==> src/rtl/mem_boot_loader.sv <==
// mem_boot_loader: boot sequencer between the host MEM AXI-stream and the
// core's unified instruction/data memory. Accepts {data, byte-address} beats
// and writes the valid ones to memory. The core is held in reset until the
// final beat has been committed and a settle delay has elapsed. Any beat with
// a bad address traps the block in ERROR, so a bad image can never start the
// core.
//
// Optional feature: define MEM_BOOT_LOADER_CHECKSUM_EN to make load_checksum
// accumulate the modulo-2^32 sum of all written words. When the macro is
// undefined, load_checksum is tied to zero.
module mem_boot_loader #(
  parameter int unsigned MEM_DEPTH     = 1048576,       // bytes, power of two, >= 4
  parameter logic [31:0] BASE_ADDR     = 32'h0100_0000, // byte address of word 0
  parameter int unsigned RELEASE_DELAY = 4,             // 0..255
  localparam int unsigned AW = ($clog2(MEM_DEPTH / 4) > 0) ? $clog2(MEM_DEPTH / 4) : 1
) (
  input  logic          clk,
  input  logic          rst,
  input  logic          MEM_tvalid,
  output logic          MEM_tready,
  input  logic [63:0]   MEM_tdata,
  input  logic          MEM_tlast,
  output logic          mem_we,
  output logic [AW-1:0] mem_addr,
  output logic [31:0]   mem_wdata,
  output logic          core_rst,
  output logic          load_done,
  output logic          load_error,
  output logic [31:0]   word_count,
  output logic [31:0]   load_checksum
);

  typedef enum logic [2:0] {
    S_IDLE,
    S_LOAD,
    S_HOLD,
    S_RUN,
    S_ERROR
  } state_e;

  localparam logic [32:0] DEPTH_33   = 33'(MEM_DEPTH);
  localparam logic [7:0]  DELAY_INIT = 8'(RELEASE_DELAY);

  state_e         state_q;
  logic [7:0]     delay_q;
  logic           tready_q;
  logic           we_q;
  logic [AW-1:0]  addr_q;
  logic [31:0]    wdata_q;
  logic           core_rst_q;
  logic           done_q;
  logic           error_q;
  logic [31:0]    count_q;

  logic [32:0]    addr_off;
  logic           beat_fire;
  logic           beat_ok;
  logic [31:0]    count_d;

  // Decode the incoming beat: 33-bit offset so addresses below BASE_ADDR show
  // up as a set borrow bit instead of wrapping into range.
  always_comb begin
    addr_off  = {1'b0, MEM_tdata[31:0]} - {1'b0, BASE_ADDR};
    beat_fire = MEM_tvalid && tready_q && (state_q == S_LOAD);
    beat_ok   = !addr_off[32] && (addr_off < DEPTH_33) && (MEM_tdata[1:0] == 2'b00);
    count_d   = (count_q == 32'hFFFF_FFFF) ? count_q : count_q + 32'd1;
  end

  // Boot sequencer: state, handshake, write port and status all registered here.
  // NOTE: sequential state uses non-blocking assignments only, so every
  // register samples values from before the edge regardless of statement order.
  always_ff @(posedge clk or posedge rst) begin
    if (rst) begin
      state_q    <= S_IDLE;
      delay_q    <= '0;
      tready_q   <= 1'b0;
      we_q       <= 1'b0;
      addr_q     <= '0;
      wdata_q    <= '0;
      core_rst_q <= 1'b1;
      done_q     <= 1'b0;
      error_q    <= 1'b0;
      count_q    <= '0;
    end else begin
      // NOTE: the write strobe defaults low every cycle so it can only ever be
      // a one-cycle pulse per accepted valid beat.
      we_q <= 1'b0;
      case (state_q)
        S_IDLE: begin
          state_q  <= S_LOAD;
          tready_q <= 1'b1;
        end
        S_LOAD: begin
          if (beat_fire) begin
            if (beat_ok) begin
              we_q    <= 1'b1;
              addr_q  <= addr_off[AW+1:2];
              wdata_q <= MEM_tdata[63:32];
              count_q <= count_d;
            end else begin
              error_q <= 1'b1;
            end
            if (MEM_tlast) begin
              tready_q <= 1'b0;
              if (error_q || !beat_ok) begin
                state_q <= S_ERROR;
              end else begin
                state_q <= S_HOLD;
                delay_q <= DELAY_INIT;
              end
            end
          end
        end
        S_HOLD: begin
          if (delay_q != 8'd0) begin
            delay_q <= delay_q - 8'd1;
          end else begin
            state_q    <= S_RUN;
            core_rst_q <= 1'b0;
            done_q     <= 1'b1;
          end
        end
        S_RUN: begin
          tready_q <= 1'b0;
        end
        S_ERROR: begin
          tready_q <= 1'b0;
        end
        default: begin
          state_q  <= S_ERROR;
          tready_q <= 1'b0;
        end
      endcase
    end
  end

  assign MEM_tready = tready_q;
  assign mem_we     = we_q;
  assign mem_addr   = addr_q;
  assign mem_wdata  = wdata_q;
  assign core_rst   = core_rst_q;
  assign load_done  = done_q;
  assign load_error = error_q;
  assign word_count = count_q;

`ifdef MEM_BOOT_LOADER_CHECKSUM_EN
  logic [31:0] checksum_q;

  // Running sum of written words; only moves in LOAD, so it freezes from HOLD on.
  always_ff @(posedge clk or posedge rst) begin
    if (rst) begin
      checksum_q <= '0;
    end else if (beat_fire && beat_ok) begin
      checksum_q <= checksum_q + MEM_tdata[63:32];
    end
  end

  assign load_checksum = checksum_q;
`else
  assign load_checksum = '0;
`endif

endmodule

==> config.mk <==
export PLATFORM = sky130hd
export DESIGN_NAME = mem_boot_loader
export DESIGN_NICKNAME = d
export VERILOG_FILES = /design/src/rtl/mem_boot_loader.sv
export SDC_FILE = /design/constraint.sdc
export NUM_CORES = 1
export LEC_CHECK = 0
export BUFFER_PORTS_ARGS = -buffer_cell sky130_fd_sc_hd__buf_2
export CAP_MARGIN = 20
export CORE_MARGIN = 10
export CORE_UTILIZATION = 49
export DETAILED_ROUTE_END_ITERATION = 10
export PLACE_DENSITY_LB_ADDON = 0.25
export RECOVER_POWER = 25
export SETUP_SLACK_MARGIN = 0.05
export SYNTH_ARGS = -nofsm -noshare
export SYNTH_HDL_FRONTEND = slang
export SYNTH_SLANG_ARGS = --single-unit
==> constraint.sdc <==
create_clock -name clk -period 4.05 [get_ports clk]
set_input_delay 0.6075 -clock clk [delete_from_list [all_inputs] [get_ports clk]]
set_output_delay 0.6075 -clock clk [all_outputs]
set_load 0.05 [all_outputs]
==> metrics.txt, run 1 <==
H-tree depth 3; PwrDens roughly 310 mW/mm^2; Clk network pwr share 0.362; clock-pin slew on the worst setup and hold paths around 0.10 ns; Ports 187; Reg power frac 0.565; Fill cells slightly above 800; Hold Fails Final Rpt 0; TritonRoute pass-1 iters 5; Initial Utilization 0.5021; commonest non-fill, non-tap cell in the layout nand2_1; crit-path cells nand4_1 -> nor4_1 -> a2111o_2 -> nor3_1 -> xor2_1; placed cells ~760; global-route wire length before repair 20020 um; Max Freq around 430 MHz; HPWL Detailed 9258 um; setup TNS 0 ns; RD Place Congestion about 0.87; period utilization 0.5759; Worst Max-Slew Pin Slew ~0.92 ns; Post-CTS Setup Inserts 0; antenna-violating nets left 0; MaxCap Viol Count 0; Synth async-reset ratio 1.000; fin worst setup slack ~1.7 ns; CP arrival about 2.6 ns; # resized after CTS 0; die width between 100 and 150 um; WL/cell between 15 and 20 um; vias post-DR between 3000 and 4000; Post-synth EDFFs 0; grt ovf 0; Post-synth top flop dfrtp_1; Synth warnings 0; DP Worst Slack between 1 and 1.5 ns; top cells by area, synth dfrtp_1 52%, nand2_1 14%, buf_4 5.2%; Crit path max-delay family simple AND/OR/NAND/NOR gates; Sw Share 0.2535; LEAKAGE 3.270 nW; Syn Area/Cell around 9.4 sq um; total global-route track usage 0.1722; Max VDD drop about 160 uV; diode count 0; sequential share of the synthesized area 0.5289; Via density 4.920; area leader, netlist dfrtp_1; Buf/Inv on CP 0; Non-Filler Instances around 780; WL final between 10000 and 15000 um; post-cts hold buffer count 0; share of cells above drive strength 1 0.2923; final setup violation count 0; Die Y around 120 um; clk_lat worst skew about 0.35 ns; largest net degree at the start of global routing between 70 and 80; NetSw around 440 uW; CORE AREA between 0.009 and 0.01 sq mm; CP startpoint kind flop; Layout Skew between 0.015 and 0.02 ns; drt initial violations roughly 210; vias in the first global route 3937; die area 0.01376 sq mm; CTS tree yes; crit end category flop; status finished clean; synthesis-to-layout area growth 20.95%; Rel. slew slack 0.3840; WS Path Type flop to flop; CTS root buffer clkbuf_8; RSZ-0062 raised after global routing false; Worst path max stage delay approximately 0.73 ns; Std-Cell Rows 35; clk buf depth 2; clk sinks 98; synthesized cell area ~0.0046 sq mm; Comb power frac 0.073; DRC viols 0; internal power ~1.3 mW; FF+latch count, synth 98; post-synthesis cell type count a little over 50; CP max FO 14; Port Buffer Count 154; Yosys top cell area share 0.5232; initial antenna violation count 0; most frequent cells in the layout 174 x nand2_1, 154 x buf_2, 97 x dfrtp_1; layout net count between 700 and 800; Cells after Synth 492; Hold Path Class primary input to async pin; slowest CP cell nor4_1; minimum clock period after layout between 2 and 2.5 ns; Critical Path RT approximately 4.3 ns; max-slew violations 0; worst hold slack between 0.4 and 0.5 ns; total CTS buffers 9
-- cell families after synthesis --
group / after synthesis / share of synthesized area
AND/OR/NAND/NOR: 272 / 0.2778
flip-flops: 98 / 0.5289
XOR/XNOR: 32 / 0.06041
multiplexers: 2 / 0.004585
adder cells (fa/ha/maj): 4 / 0.01079
AO/OA/AOI/OAI: 24 / 0.03991
other: 1 / 0.0008083
buffers and inverters: 59 / 0.07686
-- power by group through the flow --
stage	clock network, mW	logic (mW)	registers [mW]
2_1_floorplan	0	0.108	0.997
3_3_place_gp	0	0.124	0.997
3_5_place_dp	0	0.126	0.997
4_1_cts	0.647	0.126	0.978
5_1_grt	0.691	0.137	0.978
6_report	0.627	0.126	0.978
-- sequential cells by signal, summed over array words and instances, names as in the netlist --
register	count
core_rst	1
MEM_tready	1
load_error	1
word_count	32
delay_q	8
mem_we	1
mem_wdata	32
load_done	1
state_q	3
mem_addr	18
-- layer usage --
metal | up-vias | global-route usage | routed length [um]
li1 | 1864 | - | -
met1 | 1819 | 0.2068 | 5090
met2 | 136 | 0.2965 | 6072
met3 | 14 | 0.03789 | 754
met4 | 0 | 0.05790 | 194
met5 | - | 0 | 0
-- cell usage after synthesis (2+ instances only) --
cell and number:
a21oi_1 3, xor2_1 17, or3_1 2, nor4_2 3, xnor2_1 15, nor4_4 2
clkbuf_1 7, nor2_1 24, nor4_1 6, nand3_1 14, nand2_1 174, a21o_1 2
buf_4 32, a31oi_1 3, and3_1 2, nand4_1 20, dfrtp_1 97, o21a_1 2
o31ai_1 4, nor3_2 3, inv_1 13, o2bb2ai_1 2, buf_2 5, ha_1 4
nor3_1 8, and2_1 3
-- metrics by stage --
stage / power (mW) / cell area [sq um] / util
global route: 1.806 / 5612 / 0.6073
finish: 1.731 / 5612 / 0.6073
detailed placement: 1.123 / 5415 / 0.5861
global placement: 1.121 / 5415 / 0.5861
CTS: 1.750 / 5608 / 0.6069
floorplan: 1.105 / 4756 / -
-- final cells by class --
cell class / count / area (sq um) / area share
Inverter: 13 / 51.30 / 0.009142
Timing Repair Buffer: 158 / 797.0 / 0.1420
Clock inverter: 5 / 65.06 / 0.01159
Tap cell: 129 / 161.4 / 0.02876
Clock buffer: 10 / 127.6 / 0.02274
Sequential cell: 98 / 2454 / 0.4372
Multi-Input combinational cell: 366 / 1956 / 0.3485
-- worst paths after layout --
kind	from	end	slack, ns	depth (start not counted)
max	word_count[26]	word_count[19]	1.72	5
min	rst	word_count[27]	0.44	2
max reg2reg	word_count[26]	word_count[19]	1.72	5
min reg2reg	mem_wdata[9]	mem_wdata[9]	0.47	2
max in group asynchronous	rst	mem_wdata[23]	2.72	3
min in group clk	MEM_tdata[58]	mem_wdata[26]	0.44	3
No activity file was read; power rests on OpenSTA's default activity.
==> run 2, diff against run 1 <==
==> constraint.sdc (replaced) <==
create_clock -name clk -period 2.4 [get_ports clk]
set_input_delay 0.36 -clock clk [delete_from_list [all_inputs] [get_ports clk]]
set_output_delay 0.36 -clock clk [all_outputs]
set_load 0.05 [all_outputs]
==> run 2 against run 1 <==
Against the previous run:
- sequential share of layout area shrank 0.34 points
- critical endpoint unchanged
- final cell count rose by 0.51%
- die area unchanged
- global-route usage fell by 0.40 points
- first-iteration DRC count decreased by 19%
- non-clock buffer count grew 4
- wire length shrank 2.7%
- power is 68% higher
==> metrics.txt, run 2 (same netlist as run 1, synthesis figures left out) <==
CP startpoint word_count[17]; Crit path max-delay family simple AND/OR/NAND/NOR gates; final core occ 0.6121 (+0.004739); most frequent cells in the layout 174 x nand2_1, 154 x buf_2, 97 x dfrtp_1; Comb power frac 0.073 (about the same); crit-path cells nand4_1 -> nor4_1 -> buf_4 -> a2111o_2 -> nor3_1 -> xor2_1; Sw Share 0.2518 (-0.001705); Die Y 117.3 um (unchanged); Buf/Inv on CP 1 (+1); total global-route track usage 0.1682 (-0.004030); Worst Max-Slew Pin Slew 1.308 ns (+0.3836 ns); H-tree depth 3 (unchanged); Std-Cell Rows 35 (unchanged); Via density 4.847 (-1.5%); period utilization 0.8905 (+0.3147); clk sinks 98 (unchanged); CTS tree yes; clock-pin slew on the worst setup and hold paths 0.10 ns (about the same); global-route wire length before repair 19620 um (-2.0%); TritonRoute pass-1 iters 4 (-1); RD Place Congestion 0.8496 (-2.6%); Multi-input gate area 0.001961 sq mm (+0.26%); die width 117.3 um (unchanged); met2 global-route usage 0.2794 (-0.01713); WL/cell 15.05 um (-3.2%); flip-flop and latch area 0.002454 sq mm (unchanged); met1 GRT Util 0.2060 (-0.0008242); Rel. slew slack 0.1282 (-0.2557); placed inst area 0.005466 sq mm (+0.95%); crit end category flop; DRC viols 0 (unchanged); slowest CP cell a2111o_2; Pwr Total 2.906 mW (+68%); MaxCap Viol Count 0 (unchanged); Post-CTS Setup Inserts 0 (unchanged); PwrDens 513.8 mW/mm^2 (+67%); vias post-DR 3795 (-0.99%); setup TNS 0 ns (unchanged); vias in the first global route 3918 (-0.48%); R2R setup slack 0.26 ns (-1.45 ns); Ports 187 (unchanged); Reg power frac 0.568 (+0.003); Max VDD drop 325.7 uV (+110%); LEAKAGE 3.291 nW (+0.67%); CP arrival 2.41 ns (-0.16 ns); Clk network pwr share 0.360 (-0.002); HPWL Detailed 9158 um (-1.1%); RR Endpoint word_count[19]; WL final 11790 um (-2.7%); Worst path max stage delay 0.63 ns (-0.10 ns); final setup violation count 0 (unchanged); CORE AREA 0.009240 sq mm (unchanged); WS Path Type flop to flop; CTS root buffer clkbuf_8; largest net degree at the start of global routing 55 (-29%); antenna-violating nets left 0 (unchanged); Initial Utilization 0.5021 (unchanged); Worst R2R Start word_count[17]; Most Crowded Layer GR met2; Hold Crit Start MEM_tdata[17]; Hold Path Class primary input to flop; Hold Fails Final Rpt 0 (unchanged); commonest non-fill, non-tap cell in the layout nand2_1; Critical Path RT 2.67 ns (-1.61 ns); internal power 2.174 mW (+68%); Port Buffer Count 154 (unchanged); RSZ-0062 raised after global routing false; status finished clean; met3 usage 0.04125 (+0.003357); CP startpoint kind flop; clk buf depth 2 (unchanged); die area 0.01376 sq mm (unchanged); drt initial violations 168 (-19%); share of cells above drive strength 1 0.3012 (+0.008916); layout net count 722 (+0.56%); NetSw 731.7 uW (+67%); Hold EP mem_addr[15]; Max Freq 467.9 MHz (+9.1%); Fill cells 841 (+2.7%); max-slew violations 0 (unchanged); initial antenna violation count 0 (unchanged); DP Worst Slack 0.1060 ns (-1.048 ns); diode count 0 (unchanged); fin area 0.005655 sq mm (+0.78%); minimum clock period after layout 2.137 ns (-0.1950 ns); CP max FO 14 (unchanged); total CTS buffers 9 (unchanged); r2r worst-path depth 6 (+1); synthesis-to-layout area growth 21.90%; fin worst setup slack 0.2627 ns (-1.455 ns); clk_lat worst skew 0.36 ns (about the same); grt ovf 0 (unchanged); Layout Skew 0.01252 ns (-0.003421 ns); hold path cells 3
run 2: metrics by stage:
step / hold slack (ns) / std cells
6_report: 0.1902 / 783
2_1_floorplan: 0.4730 / 523
4_1_cts: 0.1720 / 783
5_1_grt: 0.1741 / 783
3_3_place_gp: 0.4440 / 768
3_5_place_dp: 0.4500 / 768
run 2: worst reg2reg max path, stage by stage, from the launching register on:
cell,delay (ns)
dfrtp_1,0.46
nand4_1,0.22
nor4_1,0.11
buf_4,0.16
a2111o_2,0.63
nor3_1,0.31
xor2_1,0.18
run 2: area by class of cell:
| type | count | area share |
|---|---|---|
| clock buffer | 9 | 0.02190 |
| timing repair buffer | 162 | 0.1482 |
| sequential | 98 | 0.4338 |
| tap | 129 | 0.02854 |
| inverter | 13 | 0.008850 |
| multi-input combinational | 366 | 0.3467 |
| clock inverter | 6 | 0.01195 |
run 2: how the worst max path moves through the flow:
| stage | end | cells after the start |
|---|---|---|
| after CTS | word_count[19] | 5 |
| after global placement | word_count[31] | 8 |
| after detailed placement | word_count[19] | 8 |
| after floorplan | word_count[12] | 8 |
| final | word_count[19] | 6 |
| after global routing | word_count[19] | 6 |
run 2: layer usage:
layer / wire length (um) / part of all wire
met5: 0 / 0
met4: 207 / 0.018
met3: 707 / 0.060
met2: 5840 / 0.50
met1: 5032 / 0.43
run 2: repair_timing:
action,CTS,global route
endpoints found under the setup margin,0,1
hold endpoints to repair,0,0
hold buffers,0,0
resized for setup,0,1
run 2: power groups by stage:
stage	Combinational (mW)	Sequential (mW)	Clock, mW
after floorplan	0.183	1.68	0
after global placement	0.211	1.68	0
after detailed placement	0.212	1.68	0
after CTS	0.213	1.65	1.08
after global routing	0.230	1.65	1.13
final	0.211	1.65	1.04
==> run 3, diff against run 2 <==
--- a/config.mk
+++ b/config.mk
@@ -8,8 +8,9 @@
 export BUFFER_PORTS_ARGS = -buffer_cell sky130_fd_sc_hd__buf_2
 export CAP_MARGIN = 20
 export CORE_MARGIN = 10
-export CORE_UTILIZATION = 49
+export CORE_UTILIZATION = 45
 export DETAILED_ROUTE_END_ITERATION = 10
+export GPL_TIMING_DRIVEN = 0
 export PLACE_DENSITY_LB_ADDON = 0.25
 export RECOVER_POWER = 25
 export SETUP_SLACK_MARGIN = 0.05
==> run 3 against run 2 <==
Against the previous run:
- wire length increased by 4.5%
- non-clock buffer count increased by 40
- sequential power about the same
- via count increased by 4.6%
- global-route usage decreased by 0.60 points
- critical path depth increased by 2
- design area increased by 5.0%
- clock skew decreased by 0.0018 ns
==> metrics.txt, run 3 (same netlist as run 1, synthesis figures left out) <==
commonest non-fill, non-tap cell in the layout nand2_1; Fill cells 914 (+8.7%); Max VDD drop 354.7 uV (+8.9%); CP startpoint kind flop; vias post-DR 3971 (+4.6%); WL final 12320 um (+4.5%); CTS tree yes; post-cts hold buffer count 0 (unchanged); MaxCap Viol Count 0 (unchanged); placed cells 815 (+6.1%); CTS root buffer clkbuf_8; antenna-violating nets left 0 (unchanged); crit end category flop; global-route wire length before repair 19550 um (-0.35%); Rel. slew slack 0.2873 (+0.1591); # resized after CTS 1 (+1); worst hold slack 0.1749 ns (-0.01528 ns); status finished clean; clock-pin slew on the worst setup and hold paths 0.10 ns (about the same); Std-Cell Rows 37 (+5.7%); synthesis-to-layout area growth 28.05%; largest net degree at the start of global routing 44 (-20%); HPWL Detailed 9660 um (+5.5%); CP max FO 10 (-4); WS Path Type flop to flop; Non-Filler Instances 831 (+6.1%); grt ovf 0 (unchanged); clk buf depth 2 (unchanged); Layout Skew 0.01072 ns (-0.001804 ns); Pwr Total 3.087 mW (+6.2%); DRC viols 0 (unchanged); drt initial violations 190 (+13%); Post-CTS Setup Inserts 0 (unchanged); Hold Path Class primary input to async pin; clk_lat worst skew 0.37 ns (about the same); LEAKAGE 3.516 nW (+6.8%); DP Worst Slack -0.2938 ns (-0.3999 ns); TritonRoute pass-1 iters 5 (+1); WL/cell 14.83 um (-1.5%); PwrDens 519.6 mW/mm^2 (+1.1%); layout net count 762 (+5.5%); max-slew violations 0 (unchanged); total CTS buffers 9 (unchanged); vias in the first global route 3867 (-1.3%); fin area 0.005941 sq mm (+5.0%); RSZ-0062 raised after global routing false; Worst Max-Slew Pin Slew 1.063 ns (-0.2445 ns); H-tree depth 3 (unchanged); Port Buffer Count 154 (unchanged); most frequent cells in the layout 174 x nand2_1, 159 x buf_2, 97 x dfrtp_1; final core occ 0.5833 (-0.02876); setup TNS 0 ns (unchanged); clk sinks 98 (unchanged); placed inst area 0.005741 sq mm (+5.0%); die width 121.5 um (+3.6%); CORE AREA 0.01018 sq mm (+10%); initial antenna violation count 1 (+1); Critical Path RT 2.66 ns (about the same); total global-route track usage 0.1622 (-0.005967); Initial Utilization 0.4555 (-0.04657); Hold Fails Final Rpt 0 (unchanged); die area 0.01477 sq mm (+7.3%); Max Freq 455.5 MHz (-2.6%); Ports 187 (unchanged); Die Y 121.5 um (+3.6%); Via density 4.779 (-1.4%); CP arrival 2.46 ns (+0.05 ns); share of cells above drive strength 1 0.3309 (+0.02971); minimum clock period after layout 2.195 ns (+0.05790 ns); diode count 0 (unchanged); period utilization 0.9147 (+0.02413); fin worst setup slack 0.2048 ns (-0.05790 ns); RD Place Congestion 0.8471 (-0.29%); final setup violation count 0 (unchanged)
run 3: changes by cell type in the layout (fill, tap and decap cells not counted), sizes merged:
cell      previous run  this run
buf                160       192
bufinv               1         2
clkbuf              11        19
clkinv               2         4
clkinvlp             3         1
run 3: final cells by class:
cell class / count / area (sq um) / area share
Sequential cell: 98 / 2454 / 0.4130
Multi-Input combinational cell: 366 / 1962 / 0.3302
Timing Repair Buffer: 156 / 780.7 / 0.1314
Buffer: 46 / 307.8 / 0.05181
Tap cell: 136 / 170.2 / 0.02864
Clock buffer: 9 / 123.9 / 0.02085
Clock inverter: 7 / 92.59 / 0.01559
Inverter: 13 / 50.05 / 0.008425
run 3: layer usage:
| layer | up-vias | track usage | wire (um) |
|---|---|---|---|
| met3 | 19 | 0.05319 | 1127 |
| met5 | - | 0 | 13 |
| met2 | 136 | 0.2483 | 5780 |
| met4 | 2 | 0.07228 | 281 |
| li1 | 1958 | - | - |
| met1 | 1856 | 0.2054 | 5120 |
run 3: report_power, final:
part	internal [mW]	leakage [nW]	total (mW)	switching, mW
clock network	0.588	0.113	1.18	0.594
logic	0.0800	2.08	0.255	0.175
registers	1.65	1.32	1.65	0
total	2.32	3.52	3.09	0.769
run 3: worst paths after layout:
check	from	slack, ns	to	cells past startpoint
setup / recovery	word_count[0]	0.20	word_count[10]	8
setup reg to reg	word_count[0]	0.20	word_count[10]	8
max in group asynchronous	rst	0.70	word_count[14]	3
min in group clk	MEM_tdata[35]	0.18	mem_wdata[3]	3
hold reg to reg	core_rst	0.46	core_rst	1
hold / removal	rst	0.17	mem_addr[12]	2
run 3: worst max-delay path, stage by stage, from the launching register on:
cell,delay (ns)
dfrtp_1,0.42
ha_1,0.16
clkbuf_1,0.30
nand4_1,0.19
nor4_4,0.32
a2111o_2,0.30
buf_6,0.18
nor2_1,0.07
xor2_1,0.14
